$ cat src/rtl/rf_writeback_arbiter.sv
// Register-file write-back arbiter. It merges fixed-latency ALU results and
// FIFO-buffered load returns onto the single regfile write port, and exports
// a bitmap of registers that still have a load write outstanding.
module rf_writeback_arbiter #(
  parameter int DATA_WIDTH     = 32,
  parameter int REG_ADDR_WIDTH = 4,
  parameter int FIFO_DEPTH     = 4,
  parameter int STARVE_LIMIT   = 3
) (
  input  logic                             i_clk,
  input  logic                             i_rst,
  input  logic                             i_alu_valid,
  output logic                             o_alu_ready,
  input  logic [REG_ADDR_WIDTH-1:0]        i_alu_addr,
  input  logic [DATA_WIDTH-1:0]            i_alu_data,
  input  logic                             i_ld_valid,
  output logic                             o_ld_ready,
  input  logic [REG_ADDR_WIDTH-1:0]        i_ld_addr,
  input  logic [DATA_WIDTH-1:0]            i_ld_data,
  output logic                             o_wena,
  output logic [REG_ADDR_WIDTH-1:0]        o_waddr,
  output logic [DATA_WIDTH-1:0]            o_wdata,
  output logic [(1<<REG_ADDR_WIDTH)-1:0]   o_pending,
  output logic                             o_waw_err
);

  localparam int NUMREGS = 1 << REG_ADDR_WIDTH;
  localparam int PTR_W   = $clog2(FIFO_DEPTH);
  localparam int CNT_W   = PTR_W + 1;
  localparam int SC_W    = $clog2(STARVE_LIMIT + 1);
  localparam logic [CNT_W-1:0] DEPTH_C = CNT_W'(FIFO_DEPTH);
  localparam logic [SC_W-1:0]  LIMIT_C = SC_W'(STARVE_LIMIT);

  logic [REG_ADDR_WIDTH-1:0] r_fifo_addr [FIFO_DEPTH];
  logic [DATA_WIDTH-1:0]     r_fifo_data [FIFO_DEPTH];
  logic [PTR_W-1:0]          r_wr_ptr;
  logic [PTR_W-1:0]          r_rd_ptr;
  logic [CNT_W-1:0]          r_count;
  logic [SC_W-1:0]           r_starve_cnt;
  logic                      r_wena;
  logic [REG_ADDR_WIDTH-1:0] r_waddr;
  logic [DATA_WIDTH-1:0]     r_wdata;
  logic                      r_wsrc_ld;
  logic                      r_waw_err;

  logic                      w_empty;
  logic                      w_alu_fire;
  logic                      w_push;
  logic                      w_pop;
  logic [NUMREGS-1:0]        w_pending;

  // Handshake readiness and the per-cycle grant decision (ALU first, then FIFO head)
  assign w_empty     = (r_count == '0);
  assign o_ld_ready  = !i_rst && (r_count < DEPTH_C);
  assign o_alu_ready = !i_rst && (r_starve_cnt != LIMIT_C);
  assign w_alu_fire  = i_alu_valid && o_alu_ready;
  assign w_push      = i_ld_valid && o_ld_ready;
  assign w_pop       = !w_alu_fire && !w_empty;

  // Pending bitmap: live FIFO entries plus a load sitting in the output register
  always_comb begin
    w_pending = '0;
    for (int i = 0; i < FIFO_DEPTH; i++) begin
      if ({1'b0, PTR_W'(i) - r_rd_ptr} < r_count) begin
        w_pending[r_fifo_addr[i]] = 1'b1;
      end
    end
    if (r_wena && r_wsrc_ld) begin
      w_pending[r_waddr] = 1'b1;
    end
  end

  // Load-return storage; contents are only meaningful between rd_ptr and count
  always_ff @(posedge i_clk) begin
    if (w_push) begin
      r_fifo_addr[r_wr_ptr] <= i_ld_addr;
      r_fifo_data[r_wr_ptr] <= i_ld_data;
    end
  end

  // FIFO pointers and occupancy
  always_ff @(posedge i_clk or posedge i_rst) begin
    if (i_rst) begin
      r_wr_ptr <= '0;
      r_rd_ptr <= '0;
      r_count  <= '0;
    end else begin
      if (w_push) r_wr_ptr <= r_wr_ptr + PTR_W'(1);
      if (w_pop)  r_rd_ptr <= r_rd_ptr + PTR_W'(1);
      case ({w_push, w_pop})
        2'b10:   r_count <= r_count + CNT_W'(1);
        2'b01:   r_count <= r_count - CNT_W'(1);
        default: r_count <= r_count;
      endcase
    end
  end

  // Starvation counter: only ALU wins over a non-empty FIFO advance it
  always_ff @(posedge i_clk or posedge i_rst) begin
    if (i_rst) begin
      r_starve_cnt <= '0;
    end else if (w_alu_fire && !w_empty) begin
      r_starve_cnt <= r_starve_cnt + SC_W'(1);
    end else begin
      r_starve_cnt <= '0;
    end
  end

  // Registered write port; address/data hold on idle cycles
  always_ff @(posedge i_clk or posedge i_rst) begin
    if (i_rst) begin
      r_wena    <= 1'b0;
      r_waddr   <= '0;
      r_wdata   <= '0;
      r_wsrc_ld <= 1'b0;
    end else if (w_alu_fire) begin
      r_wena    <= 1'b1;
      r_waddr   <= i_alu_addr;
      r_wdata   <= i_alu_data;
      r_wsrc_ld <= 1'b0;
    end else if (w_pop) begin
      r_wena    <= 1'b1;
      r_waddr   <= r_fifo_addr[r_rd_ptr];
      r_wdata   <= r_fifo_data[r_rd_ptr];
      r_wsrc_ld <= 1'b1;
    end else begin
      r_wena    <= 1'b0;
      r_wsrc_ld <= 1'b0;
    end
  end

  // Sticky flag: ALU result accepted for a register with a load still in flight
  always_ff @(posedge i_clk or posedge i_rst) begin
    if (i_rst) begin
      r_waw_err <= 1'b0;
    end else if (w_alu_fire && w_pending[i_alu_addr]) begin
      r_waw_err <= 1'b1;
    end
  end

  assign o_wena    = r_wena;
  assign o_waddr   = r_waddr;
  assign o_wdata   = r_wdata;
  assign o_pending = w_pending;
  assign o_waw_err = r_waw_err;

endmodule

$ cat config.mk
export PLATFORM = sky130hd
export DESIGN_NAME = rf_writeback_arbiter
export DESIGN_NICKNAME = d
export VERILOG_FILES = /design/src/rtl/rf_writeback_arbiter.sv
export SDC_FILE = /design/constraint.sdc
export NUM_CORES = 1
export LEC_CHECK = 0
export CELL_PAD_IN_SITES_DETAIL_PLACEMENT = 0
export CELL_PAD_IN_SITES_GLOBAL_PLACEMENT = 1
export CORE_MARGIN = 10
export CORE_UTILIZATION = 45
export DETAILED_ROUTE_END_ITERATION = 6
export PLACE_DENSITY_LB_ADDON = 0.1
export SETUP_SLACK_MARGIN = 0.3
export SYNTH_ARGS = -nofsm -noshare
export SYNTH_HDL_FRONTEND = slang
export SYNTH_SLANG_ARGS = --single-unit
$ cat constraint.sdc
create_clock -name i_clk -period 3.8 [get_ports i_clk]
set_input_delay 0.57 -clock i_clk [delete_from_list [all_inputs] [get_ports i_clk]]
set_output_delay 0.57 -clock i_clk [all_outputs]
set_load 0.02 [all_outputs]
==> results.txt, run 1 <==
Syn nets - 683
GPL Wtd Cong - 0.885
Distinct cells, synth - 59
Sequential area share after synthesis - 63.7%
Yosys top cell area share - 49.8%
Top FF cell, synth - edfxtp_1
DP HPWL - 16.1 mm
Hold Crit Class - reg -> reg
Endpoints failing hold - 0
Hold Path Sink - r_starve_cnt[0]
Die H - 159 um
Yosys top cell by area - edfxtp_1
Hold path depth - 1
Clock Tree Root - clkbuf_16
Yosys reg bits - 192
Crit share post-route - 87.8%
Via Count - 5636
Adder-cell area share of the yosys netlist - 1.67%
Violation count after the first detailed-route iteration - 350
Crit. Startpoint - r_rd_ptr[1]
Clk slew on worst S/H paths - 0.08 ns
Simple-Gate Fraction of Synth Area - 10.4%
Port buffer count - 131
Initial antenna violation count - 0
CTS sink cnt - 192
Netlist Area Pre-Place - 8680 um2
Worst-Margin Slew - 0.720 ns
Period minus WS final - 3.34 ns
Power Total - 0.00798 W
Initial core utilization - 46.1%
Startpoint class of the critical path - flop
Worst skew pair latency - 0.44 ns
CTS max path bufs - 2
Die W - 159 um
Compound-gate portion of the synthesized area - 7.66%
TritonCTS clock tree - done
Post-synth EDFFs - 144
Setup crit end kind - output port
Lkg Pwr - 3.90 nW
Vias per cell - 5.57
Peak supply drop - 451 uV
Most common cell in the synthesized netlist - edfxtp_1
GRT overflow - 0
Worst reg-to-reg setup slack - 1.24 ns
Top cells by area, synth - edfxtp_1 50%, dfrtp_1 14%, mux4_2 9.3%
FFs w/ async S/R, synth - 25.0%
Hold Slack - 0.446 ns
Core region area - 18800 um2
Pre-antenna DRT Iters - 5
Placed cell areas - 10300 um2
Final setup viols - 0
Pins Over Slew Limit - 0
Average size of a mapped cell - 14.6 um2
Pin count of the biggest net entering global routing - 74
Synth warnings - 0
DRC viols - 0
CTS HTree Levels - 4
Crit Path Max Fanout - 5
Nets - 826
Worst R2R Start - r_rd_ptr[0]
Setup Skew - 0.0223 ns
Rel. slew slack - 51.9%
Global-route wire length before repair - 35.3 mm
Gr usage total - 17.9%
Largest family of logic cells by synthesized area - multiplexers
Layout Area Growth over Synthesis - 27.4%
Reg2Reg Depth - 11
Status - finished, final reports clean
Worst Path Arrival - 2.77 ns
Final ANT Viol Nets - 0
Setup TNS - 0 ns
Post-synth top cells - 144 x edfxtp_1, 63 x nand2_1, 48 x dfrtp_1, 39 x o21ai_0, 38 x mux2i_1
Max-Cap Viols - 0
Layout cells sized above 1 - 16.5%
DR WL/cell - 22.2 um
Final WL - 22.5 mm
Cell Rows - 50
Number of global-route vias before repair - 6050
Top Ports - 132
Post-route cell area - 11100 um2
Power Density - 722 nW/um2
Gate Count Post-Synth - 596
Worst flop-to-flop path endpoint - o_waw_err
RSZ-0062 raised after global routing - no
Mux contribution to synthesized area - 13.7%
DIE AREA - 25200 um2
HP Start - r_starve_cnt[0]
Area share of xor/xnor cells in the synthesized design - 0.706%
Fmax - 0.300 GHz
Crit Path Category - reg -> out
Worst EP required - 3.23 ns
# diodes - 0
Num CTS Buffers - 17
-- how the worst max path moves through the flow --
| stage | cells past startpoint | endpoint |
|---|---|---|
| 2_1_floorplan | 10 | o_pending[4] |
| 3_3_place_gp | 9 | o_pending[13] |
| 3_5_place_dp | 9 | o_pending[13] |
| 4_1_cts | 7 | o_pending[11] |
| 5_1_grt | 8 | o_pending[2] |
| 6_report | 8 | o_pending[2] |
-- sequential cells by signal, summed over array words and instances (netlist names) --
signal	flops
r_wr_ptr	2
o_wena	1
o_waw_err	1
r_count	3
r_rd_ptr	2
r_fifo_data	128
r_fifo_addr	16
o_waddr	4
r_starve_cnt	2
o_wdata	32
r_wsrc_ld	1
-- metal layers --
metal  routed length (um)  part of all wire, %  track usage, %
met1                 9580                   43            22.0
met2                11500                   51            30.5
met3                  985                  4.4            4.08
met4                  450                  2.0            5.73
met5                    0                    0               0
-- repair_timing --
item | in CTS | in global routing
buffers inserted | 5 | 1
endpoints found under the setup margin | 16 | 6
pin swaps | 5 | 1
gates resized for setup | 22 | 6
hold buffers | 0 | 0
-- logic make-up (layout without fill, tap and decap cells) --
logic type | count (synthesis) | in the layout
buf+inv | 45 | 201
flops | 192 | 192
fa+ha+maj | 11 | 11
mux | 74 | 74
simple gates | 178 | 178
xor+xnor | 7 | 7
compound gates | 89 | 89
-- area by class of cell --
type                    count  area (um2)
clock inverters            15         204
well taps                 260         325
flip-flops and latches    192        5530
multi-input cells         359        3060
repair buffers            153        1460
fillers                  1501        7780
clock buffers              17         425
inverters                  16        60.1
-- placed cells by master (no fill, tap or decap), drive strengths merged, types with 10 or more instances in the layout --
master	count
dlygate4sd2	14
buf	22
clkinv	10
dfrtp	48
mux4	36
nor2b	11
o21ai	39
edfxtp	144
mux2i	38
ha	10
nand3	16
inv	21
nand2b	11
clkbuf	18
clkdlybuf4s50	115
nor2	23
nor3	14
nand2	63
-- worst max-delay path, cell delays in order (launching register included) --
cell and delay [ns]:
dfrtp_2 0.43, inv_1 0.07, ha_1 0.40, a211oi_4 0.06
buf_4 0.18, nor4_2 0.53, a32oi_1 0.24, nand3_1 0.11
dlygate4sd2_1 0.34
-- through the flow --
stage / worst slack [ns] / std cells / util [%]
6_report: 0.462 / 1012 / 58.7
5_1_grt: 0.303 / 1012 / 58.7
4_1_cts: 0.269 / 1011 / 58.6
3_5_place_dp: 0.236 / 974 / 54.8
3_3_place_gp: 0.236 / 974 / 54.8
2_1_floorplan: 0.478 / 596 / -
-- power by group --
group          internal, W  total, W  switching [W]  leakage [nW]
logic              0.00150   0.00326        0.00177          1.73
registers          0.00263   0.00290       0.000268          1.87
clock network     0.000906   0.00182       0.000911         0.301
No activity file was read; power rests on OpenSTA's default activity.
==> inputs of run 2 (changes only) <==
--- a/config.mk
+++ b/config.mk
@@ -5,6 +5,7 @@
 export SDC_FILE = /design/constraint.sdc
 export NUM_CORES = 1
 export LEC_CHECK = 0
+export CAP_MARGIN = 0
 export CELL_PAD_IN_SITES_DETAIL_PLACEMENT = 0
 export CELL_PAD_IN_SITES_GLOBAL_PLACEMENT = 1
 export CORE_MARGIN = 10
@@ -12,6 +13,7 @@
 export DETAILED_ROUTE_END_ITERATION = 6
 export PLACE_DENSITY_LB_ADDON = 0.1
 export SETUP_SLACK_MARGIN = 0.3
+export SLEW_MARGIN = 25
 export SYNTH_ARGS = -nofsm -noshare
 export SYNTH_HDL_FRONTEND = slang
 export SYNTH_SLANG_ARGS = --single-unit
==> results of run 2 <==
Same layout as run 1: the final DEF is identical, and so are final timing and power.
